<file path="config.mk">
export PLATFORM = sky130hd
export DESIGN_NAME = piso_load_sched
export DESIGN_NICKNAME = d
export VERILOG_FILES = /design/src/rtl/piso_sched_pkg.sv /design/src/rtl/piso_rr_arbiter.sv /design/src/rtl/piso_load_sched.sv
export SDC_FILE = /design/constraint.sdc
export NUM_CORES = 1
export LEC_CHECK = 0
export CORE_UTILIZATION = 54
export DETAILED_ROUTE_END_ITERATION = 8
export DONT_BUFFER_PORTS = 1
export PLACE_DENSITY = 0.73
export SKIP_CTS_REPAIR_TIMING = 1
export SLEW_MARGIN = 10
export SYNTH_ARGS = -nofsm -noshare
export SYNTH_HDL_FRONTEND = slang
export SYNTH_SLANG_ARGS = --single-unit
export TNS_END_PERCENT = 1
</file>
<file path="constraint.sdc">
create_clock -name clk -period 1.7 [get_ports clk]
set_clock_uncertainty 0.2 [all_clocks]
set_input_delay 0.34 -clock clk [delete_from_list [all_inputs] [get_ports clk]]
set_output_delay 0.34 -clock clk [all_outputs]
set_load 0.02 [all_outputs]
</file>
<file path="src/rtl/piso_sched_pkg.sv">
// rtl/piso_sched_pkg.sv - shared types and width helpers for the PISO load scheduler
package piso_sched_pkg;

    typedef enum logic [1:0] {
        IDLE  = 2'd0,
        LOAD  = 2'd1,
        SHIFT = 2'd2,
        GAP   = 2'd3
    } state_t;

    // Counter/index width for a range of n values; never narrower than one bit.
    function automatic int cnt_w(input int n);
        return (n > 1) ? $clog2(n) : 1;
    endfunction

    localparam int DEF_DATA_W  = 8;
    localparam int DEF_NUM_REQ = 2;
    localparam int DEF_GAP_CYC = 1;

    localparam int DEF_BIT_CNT_W = cnt_w(DEF_DATA_W);
    localparam int DEF_GAP_CNT_W = cnt_w(DEF_GAP_CYC);
    localparam int DEF_IDX_W     = cnt_w(DEF_NUM_REQ);

endpackage

</file>
<file path="src/rtl/piso_rr_arbiter.sv">
// rtl/piso_rr_arbiter.sv - combinational round-robin grant over NUM_REQ requesters
// Ports: req (request vector), ptr (highest-priority index),
//        grant (one-hot, zero when no request), grant_idx (index of grant).
module piso_rr_arbiter
    import piso_sched_pkg::*;
#(
    parameter int NUM_REQ = 2,
    parameter int IDX_W   = cnt_w(NUM_REQ)
) (
    input  logic [NUM_REQ-1:0] req,
    input  logic [IDX_W-1:0]   ptr,
    output logic [NUM_REQ-1:0] grant,
    output logic [IDX_W-1:0]   grant_idx
);

    localparam int SUM_W = IDX_W + 1;

    logic [NUM_REQ-1:0] rot;
    logic [SUM_W-1:0]   sum;

    // Rotate the request vector so that bit 0 is the pointer position, find the
    // lowest set bit, then map the offset back to an absolute index.
    always_comb begin
        rot       = NUM_REQ'({req, req} >> ptr);
        sum       = '0;
        grant     = '0;
        grant_idx = '0;
        for (int i = NUM_REQ - 1; i >= 0; i--) begin
            if (rot[i]) begin
                sum = {1'b0, ptr} + SUM_W'(i);
            end
        end
        if (|req) begin
            if (sum >= SUM_W'(NUM_REQ)) begin
                grant_idx = IDX_W'(sum - SUM_W'(NUM_REQ));
            end else begin
                grant_idx = IDX_W'(sum);
            end
            grant = NUM_REQ'(1) << grant_idx;
        end
    end

endmodule

</file>
<file path="src/rtl/piso_load_sched.sv">
// rtl/piso_load_sched.sv - round-robin scheduler sharing one PISO shifter between requesters
// Optional feature macro: PISO_SCHED_PARITY_EN (adds ser_parity and a parity slot after bit 0).
// Ports: clk, rst (async, active-low); req_valid/req_data/req_ready (requester side,
//        requester i at req_data[i*DATA_W +: DATA_W]); piso_load/piso_data (PISO pins);
//        ser_valid (PISO output carries a valid bit); grant_id (owner of current word);
//        busy (not IDLE); done (one-hot pulse on the owner's last serial slot).
module piso_load_sched
    import piso_sched_pkg::*;
#(
    parameter int DATA_W  = 8,
    parameter int NUM_REQ = 2,
    parameter int GAP_CYC = 1
) (
    input  logic                        clk,
    input  logic                        rst,
    input  logic [NUM_REQ-1:0]          req_valid,
    input  logic [NUM_REQ*DATA_W-1:0]   req_data,
    output logic [NUM_REQ-1:0]          req_ready,
    output logic                        piso_load,
    output logic [DATA_W-1:0]           piso_data,
    output logic                        ser_valid,
    output logic [cnt_w(NUM_REQ)-1:0]   grant_id,
    output logic                        busy,
    output logic [NUM_REQ-1:0]          done
`ifdef PISO_SCHED_PARITY_EN
    ,
    output logic                        ser_parity
`endif
);

    localparam int IDX_W    = cnt_w(NUM_REQ);
    localparam int CNT_W    = cnt_w(DATA_W);
    localparam int GAP_W    = cnt_w(GAP_CYC);
    localparam int GAP_LOAD = (GAP_CYC > 0) ? GAP_CYC - 1 : 0;

    state_t             state, state_nxt;
    logic [DATA_W-1:0]  word_q;
    logic [IDX_W-1:0]   gid_q;
    logic [IDX_W-1:0]   ptr_q;
    logic [CNT_W-1:0]   bit_cnt;
    logic [GAP_W-1:0]   gap_cnt;
    logic [NUM_REQ-1:0] arb_grant;
    logic [IDX_W-1:0]   arb_idx;
    logic [DATA_W-1:0]  sel_word;
    logic               accept;
    logic               last_slot;
`ifdef PISO_SCHED_PARITY_EN
    logic               par_slot;
`endif

    piso_rr_arbiter #(
        .NUM_REQ (NUM_REQ),
        .IDX_W   (IDX_W)
    ) u_arb (
        .req       (req_valid),
        .ptr       (ptr_q),
        .grant     (arb_grant),
        .grant_idx (arb_idx)
    );

    always_comb begin
        sel_word = '0;
        for (int i = 0; i < NUM_REQ; i++) begin
            if (arb_idx == IDX_W'(i)) begin
                sel_word = req_data[i*DATA_W +: DATA_W];
            end
        end
    end

    always_ff @(posedge clk or negedge rst) begin
        if (!rst) begin
            state <= IDLE;
        end else begin
            state <= state_nxt;
        end
    end

    always_comb begin
        state_nxt = state;
        req_ready = '0;
        piso_load = 1'b0;
        ser_valid = 1'b0;
        done      = '0;
        accept    = 1'b0;
        last_slot = 1'b0;
        busy      = (state != IDLE);
        case (state)
            IDLE: begin
                // req_ready is combinational from req_valid; gating with rst keeps
                // every output low while reset is held.
                req_ready = arb_grant & {NUM_REQ{rst}};
                if (|arb_grant) begin
                    accept    = 1'b1;
                    state_nxt = LOAD;
                end
            end
            LOAD: begin
                piso_load = 1'b1;
                state_nxt = SHIFT;
            end
            SHIFT: begin
                ser_valid = 1'b1;
`ifdef PISO_SCHED_PARITY_EN
                last_slot = par_slot;
`else
                last_slot = (bit_cnt == '0);
`endif
                if (last_slot) begin
                    done      = NUM_REQ'(1) << gid_q;
                    state_nxt = (GAP_CYC == 0) ? IDLE : GAP;
                end
            end
            GAP: begin
                if (gap_cnt == '0) begin
                    state_nxt = IDLE;
                end
            end
            default: state_nxt = IDLE;
        endcase
    end

    // Datapath: held word, owner, RR pointer and the shift/gap timers.
    always_ff @(posedge clk or negedge rst) begin
        if (!rst) begin
            word_q  <= '0;
            gid_q   <= '0;
            ptr_q   <= '0;
            bit_cnt <= '0;
            gap_cnt <= '0;
        end else begin
            if (accept) begin
                word_q <= sel_word;
                gid_q  <= arb_idx;
                ptr_q  <= (arb_idx == IDX_W'(NUM_REQ - 1)) ? '0 : arb_idx + 1'b1;
            end
            if (state == LOAD) begin
                bit_cnt <= CNT_W'(DATA_W - 1);
            end else if (state == SHIFT && bit_cnt != '0) begin
                bit_cnt <= bit_cnt - 1'b1;
            end
            if (last_slot) begin
                gap_cnt <= GAP_W'(GAP_LOAD);
            end else if (state == GAP && gap_cnt != '0) begin
                gap_cnt <= gap_cnt - 1'b1;
            end
        end
    end

`ifdef PISO_SCHED_PARITY_EN
    // One extra SHIFT slot after bit 0 carries the XOR of the held word.
    always_ff @(posedge clk or negedge rst) begin
        if (!rst) begin
            par_slot <= 1'b0;
        end else if (last_slot) begin
            par_slot <= 1'b0;
        end else if (state == SHIFT && bit_cnt == '0) begin
            par_slot <= 1'b1;
        end
    end

    assign ser_parity = (state == SHIFT && par_slot) ? ^word_q : 1'b0;
`endif

    assign piso_data = word_q;
    assign grant_id  = gid_q;

endmodule

</file>
==> results of run 1 <==
[metrics by stage]
stage	power, uW	instances	TNS [ps]	setup WS, ps	util (%)
final	2221	118	-1133	-248.0	80.30
after global routing	2361	118	-1972	-308.2	80.30
after CTS	1958	102	-1518	-333.7	66.42
after detailed placement	1705	98	-76.85	-68.57	64.04
after global placement	1666	98	-1.900	-1.900	64.04
after floorplan	1517	78	0	2.084	-
[worst reg2reg max path: stages, from the launching register on]
cell and delay [ps]:
dfrtp_1 400, inv_2 90, ha_4 190, buf_4 140, nor3b_4 150, a221oi_2 270
mux2_1 360
[power groups by stage]
| stage | logic [uW] | clock network (uW) | registers (uW) |
|---|---|---|---|
| after floorplan | 721 | 0 | 796 |
| after global placement | 847 | 0 | 818 |
| after detailed placement | 878 | 0 | 827 |
| after CTS | 881 | 258 | 819 |
| after global routing | 1240 | 275 | 849 |
| final | 1140 | 252 | 833 |
[flip-flops by register name, summed over array words and instances (netlist names)]
| name | count |
|---|---|
| bit_cnt | 3 |
| gap_cnt | 1 |
| grant_id | 1 |
| piso_data | 8 |
| state | 2 |
| ptr_q | 1 |
[logic make-up after synthesis]
family	after synthesis
compound gates	22
flops	16
simple gates	23
buf+inv	9
mux	1
fa+ha+maj	7
[synthesized netlist by cell type]
cell type,n,area [um2]
a21o_1,1,7.510
a21oi_1,4,20.02
a21oi_2,1,8.760
a221o_1,8,80.08
a221oi_2,1,15.01
a22o_2,1,10.01
a2bb2oi_1,1,8.760
a311o_1,1,10.01
a31oi_1,1,6.260
and2_1,1,6.260
and2_4,1,8.760
and3_1,11,68.82
and3_2,1,7.510
buf_2,1,5.000
buf_6,1,11.26
dfrtp_1,16,400.4
ha_1,7,87.58
inv_1,7,26.28
mux2_1,1,11.26
nand2_1,2,7.510
nand2_2,1,6.260
nand2b_1,1,6.260
nand2b_4,1,13.76
nor2_1,2,7.510
nor2b_1,1,6.260
nor3b_2,1,12.51
o21ai_2,1,8.760
o21bai_1,2,15.01
[placed cells by master (no fill, tap or decap)]
cell type / synthesis / final
dfrtp_1: 16 / 15
buf_4: 0 / 13
and3_1: 11 / 9
dlygate4sd3_1: 0 / 9
a221o_1: 8 / 8
inv_2: 0 / 5
a21oi_1: 4 / 4
ha_4: 0 / 4
and3_4: 0 / 3
ha_1: 7 / 3
clkbuf_4: 0 / 3
and2_4: 1 / 2
nand2_2: 1 / 2
inv_1: 7 / 2
o21bai_1: 2 / 2
nor2b_4: 0 / 1
nor2_4: 0 / 1
nand2_4: 0 / 1
a21oi_4: 0 / 1
o21ai_2: 1 / 1
nand2b_4: 1 / 1
nor3b_4: 0 / 1
a221oi_2: 1 / 1
mux2_1: 1 / 1
a21o_1: 1 / 1
a22o_2: 1 / 1
a31oi_1: 1 / 1
nand2b_1: 1 / 1
a311o_1: 1 / 1
nor2_1: 2 / 1
a2bb2oi_2: 0 / 1
clkbuf_8: 0 / 1
dfrtp_2: 0 / 1
[how the worst max path moves through the flow]
stage | startpoint | to | slack, ps | cells past startpoint
floorplan | state[1] | req_ready[1] | 2 | 5
global placement | state[1] | state[1] | -2 | 5
detailed placement | state[1] | state[1] | -70 | 5
CTS | bit_cnt[0] | done[1] | -330 | 4
global route | state[0] | req_ready[0] | -310 | 4
finish | state[0] | req_ready[0] | -250 | 4
[final cells by class]
type	instances	area, um2
multi-input combinational	53	551.8
inverter	7	26.28
sequential	16	401.6
fill	86	300.3
clock buffer	4	36.28
tap	16	20.02
timing repair buffer	22	187.7
[metal layers]
layer,wire (um),vias up,GRT usage [%]
met3,130,0,10.78
met2,1091,32,28.92
met5,0,-,0
met1,974,373,27.22
li1,-,342,-
met4,0,0,5.625
==> impl_metrics.yaml, run 1 <==
power:
  p_leak_uw: 0.0005845
  pwr-share-comb_pct: 51.1
  p_seq_share_pct: 37.5
  peakVddDrop_uv: 1318
  p_switching_uw: 951.0
  pwr-share-clk_pct: 11.3
  internal_power_uw: 1270
  powerDensity_mw_per_mm2: 1815
  p_sw_share_pct: 42.83
synth:
  ys_ff_latch: 16
  synthMuxAreaShare_pct: 1.275
  synth_area_um2: 883.3
  synth.distinct_cells: 28
  synthSimpleGateAreaFrac_pct: 17.14
  synth_fa_ha_area_share_pct: 9.915
  synth_seq_area_share_pct: 45.33
  syn_inst: 78
  synth_compound_area_share_pct: 21.53
  yosys_warnings: 0
  synth_xor_area_share_pct: 0
  synth_top_family_by_area: "compound AO/OA/AOI/OAI gates"
  synth_area_per_cell_um2: 11.32
  syn_nets: 105
min_path:
  min_from: "req_data[0]"
  hold-path-endpoint: "piso_data[0]"
  hold_class: "in -> reg"
  min_delay_path_depth: 2
placed_design:
  hpwlAfterDp_mm: 1.250
  gp_congestion: 0.7215
  place_area_um2: 975.9
  numPortBuffers: 0
floorplanning:
  placeableCoreArea_mm2: 0.001524
  die_w_um: 42.45
  dieArea_mm2: 0.001802
  chipHeight_um: 42.45
  ios: 36
  initial_core_util_pct: 57.96
  rows: 14
worst_setup_path:
  cpLargestDelayFamily: "flip-flops"
  worstPathRequired_ps: 1160
  cp_cell_sequence: "inv_2 > ha_4 > and2_4 > and3_4"
  reg2reg_to: "state[1]"
  arrival_ps: 1410
  rr_worst_depth: 6
  startpoint_type: "flop"
  crit_type: "reg -> out"
  slowest_stage: "dfrtp_1"
  end_kind: "output pin"
  critPathMaxFanout: 6
  cp.buffers_inverters: 1
  rrSetupSlack_ps: -210
  r2r_start: "state[0]"
  max_stage_delay_ps: 420
sta:
  setup_viol: 10
  slew_headroom_pct: 50.84
  setup_ws_ps: -248.0
  layout_min_cycle_time_ps: 1948
  slew_viol_final: 0
  worst_pin_slew_ps: 735.0
  worst_hold_slack_ps: 92.37
  period_share_pct: 114.6
  max_freq_ghz: 0.5134
  grt_setup_unrepaired: "true"
  finalHoldViolations: 0
grt:
  grt_max_degree: 19
  grt-ovfl-total: 0
  track_usage_pct: 20.42
  antenna_found_initial: 0
  grt_pass1_wl_mm: 2.670
  grt_pass1_vias: 587
finish:
  final_nets: 130
  syn2layout_area_growth_pct: 38.53
  n_antenna_cell: 0
  drive_above_1_share_pct: 43.14
  stdcell_area_mm2: 0.001224
clocking:
  clkTransAtPathRegs_ps: 100
  cts_tree: "done"
  root_buffer: "clkbuf_4"
  cts_buffer_depth: 2
  htree_levels: 1
  clock-sinks: 16
  worst_skew_pair.late_latency_ps: 290
  numCtsBuffers: 3
drt:
  initialDrtViolationCount: 9
  first_pass_iters: 4
  wirelength_mm: 2.196
  wl_per_cell_um: 18.61
  vias: 747
  vias_per_cell: 6.331
  ant_nets: 0
  route.detailed.drc: 0
outcome:
  violations: "setup timing"
  status: "finished, violations left"
flow_run:
  cap_viol_max_count: 0
Power figures use the tool's default switching activity.
==> inputs of run 2 (changes only) <==
--- a/config.mk
+++ b/config.mk
@@ -5,13 +5,11 @@
 export SDC_FILE = /design/constraint.sdc
 export NUM_CORES = 1
 export LEC_CHECK = 0
-export CORE_UTILIZATION = 54
+export CORE_UTILIZATION = 38
 export DETAILED_ROUTE_END_ITERATION = 8
-export DONT_BUFFER_PORTS = 1
-export PLACE_DENSITY = 0.73
+export PLACE_DENSITY = 0.76
 export SKIP_CTS_REPAIR_TIMING = 1
 export SLEW_MARGIN = 10
 export SYNTH_ARGS = -nofsm -noshare
 export SYNTH_HDL_FRONTEND = slang
 export SYNTH_SLANG_ARGS = --single-unit
-export TNS_END_PERCENT = 1
==> run 2 against run 1 <==
Against the previous run: sequential power is 20% lower; clock power is 21% lower; fmax is 2.5% higher; hold slack better by 170 ps; first-iteration DRC count grew to 2.6 times the previous value; the run still ends with setup timing left; combinational power is 61% higher; core utilization is 4.6 points lower; flip-flop and latch count stayed put; via count is 19% higher; sequential share of layout area is 8.7 points lower; critical path depth is 2 higher; largest cell class is now buffers; highest routed layer is now met4; die area is 40% higher.
==> impl_metrics.yaml, run 2 (same netlist as run 1, synthesis figures left out) <==
worst_setup_path:
  r2r_start: "state[0]"
  slowest_stage: "dfrtp_1"
  cpLargestDelayFamily: "flip-flops"
  critPathMaxFanout: 5
  reg2reg_to: "state[1]"
  arrival_ps: 1360
  cp.buffers_inverters: 2
  end_kind: "output pin"
  max_stage_delay_ps: 400
  rrSetupSlack_ps: -70
  startpoint_type: "flop"
  cp_cell_sequence: "inv_2 > ha_4 > nand2_4 > a21oi_4 > and2_4 > buf_6"
  rr_worst_depth: 6
  worstPathRequired_ps: 1160
  crit_type: "reg -> out"
drt:
  vias: 888
  route.detailed.drc: 0
  wirelength_mm: 2.521
  initialDrtViolationCount: 23
  wl_per_cell_um: 14.57
  vias_per_cell: 5.133
  ant_nets: 0
  first_pass_iters: 4
finish:
  layout_commonest_cell: "buf_4"
  drive_above_1_share_pct: 44.83
  layoutNonFillerInstCount: 173
  final_nets: 174
  multi_input_area_um2: 549.3
  n_antenna_cell: 0
  syn2layout_area_growth_pct: 87.68
  fillCellCount: 149
  seq_area_um2: 400.4
  final_cell_mix: "29 x buf_4, 18 x clkdlybuf4s50_1, 16 x dfrtp_1"
  largest_reg_flops: 8
sta:
  finalSetupTns_ps: -925.7
  slew_viol_final: 0
  period_share_pct: 111.8
  worst_pin_slew_ps: 252.5
  finalHoldViolations: 0
  slew_headroom_pct: 83.09
  layout_min_cycle_time_ps: 1901
  max_freq_ghz: 0.5261
  setup_viol: 6
  grt_setup_unrepaired: "true"
  setup_ws_ps: -200.8
clocking:
  root_buffer: "clkbuf_4"
  cts_tree: "done"
  clock-sinks: 16
  numCtsBuffers: 3
  htree_levels: 1
  worst_skew_pair.late_latency_ps: 280
  cts_buffer_depth: 2
  clkTransAtPathRegs_ps: 90
power:
  p_leak_uw: 0.0009009
  peakVddDrop_uv: 1095
  powerDensity_mw_per_mm2: 1632
  report.power.total_uw: 2705
floorplanning:
  die_w_um: 50.22
  rows: 17
  initial_core_util_pct: 40.32
  placeableCoreArea_mm2: 0.002191
  dieArea_mm2: 0.002522
  chipHeight_um: 50.22
  ios: 36
placed_design:
  gp_congestion: 0.7437
  place_inst: 166
  hpwlAfterDp_mm: 1.953
  numPortBuffers: 35
  pre_cts_ws_ps: -644.1
grt:
  grt_pass1_wl_mm: 3.822
  grt_pass1_vias: 875
  track_usage_pct: 19.87
  antenna_found_initial: 0
  grt-ovfl-total: 0
  grt_max_degree: 10
outcome:
  status: "finished, violations left"
  violations: "setup timing"
flow_run:
  cap_viol_max_count: 0
min_path:
  hold_class: "in -> async"
==> run 2: cell types whose count changed in the layout (fill, tap and decap cells not counted), sizes merged <==
cell and delta:
buf +25, clkdlybuf4s50 +18, clkbuf -1, dlymetal6s2s +10, dlygate4sd3 -9
==> run 2: layout make-up <==
type                    count  area share [%]
clock buffers               3           1.358
inverters                   7           1.585
well taps                  28           2.113
repair buffers             66           37.66
flip-flops and latches     16           24.15
multi-input cells          53           33.13
==> run 2: how the worst max path moves through the flow <==
| stage | start | to | slack [ps] | depth (start not counted) |
|---|---|---|---|---|
| 5_1_grt | state[0] | req_ready[1] | -270 | 6 |
| 3_5_place_dp | req_valid[0] | req_ready[0] | -640 | 4 |
| 3_3_place_gp | req_valid[0] | req_ready[0] | -640 | 4 |
| 6_report | state[0] | req_ready[1] | -200 | 6 |
| 4_1_cts | bit_cnt[0] | done[0] | -770 | 6 |
| 2_1_floorplan | state[1] | req_ready[1] | 2 | 5 |
==> run 2: per-stage QoR <==
| stage | hold WS, ps | area [um2] | util, % |
|---|---|---|---|
| 2_1_floorplan | -155.6 | 927.1 | - |
| 3_3_place_gp | 295.1 | 1499 | 68.42 |
| 3_5_place_dp | 297.6 | 1499 | 68.42 |
| 4_1_cts | 236.9 | 1521 | 69.45 |
| 5_1_grt | 269.0 | 1658 | 75.67 |
| 6_report | 266.8 | 1658 | 75.67 |
==> run 2: metal layers <==
layer / wire [um] / track usage [%] / vias up
li1: - / - / 431
met1: 1050 / 23.71 / 435
met2: 1389 / 37.11 / 20
met3: 68 / 3.636 / 2
met4: 12 / 2.857 / 0
met5: 0 / 0 / -
==> run 2: where the power goes <==
group | switching [uW] | internal [uW] | leakage (uW)
Clock | 116 | 82.3 | 0.0000138
Sequential | 109 | 554 | 0.000192
Combinational | 804 | 1040 | 0.000695
Total | 1030 | 1680 | 0.000901
==> run 2: worst reg2reg max path: cells and delay by family, from the launching register on <==
kind            cells  cell delay [ps]
buf+inv             3              340
flops               1              370
mux                 1              330
fa+ha+maj           1              180
compound gates      1              260
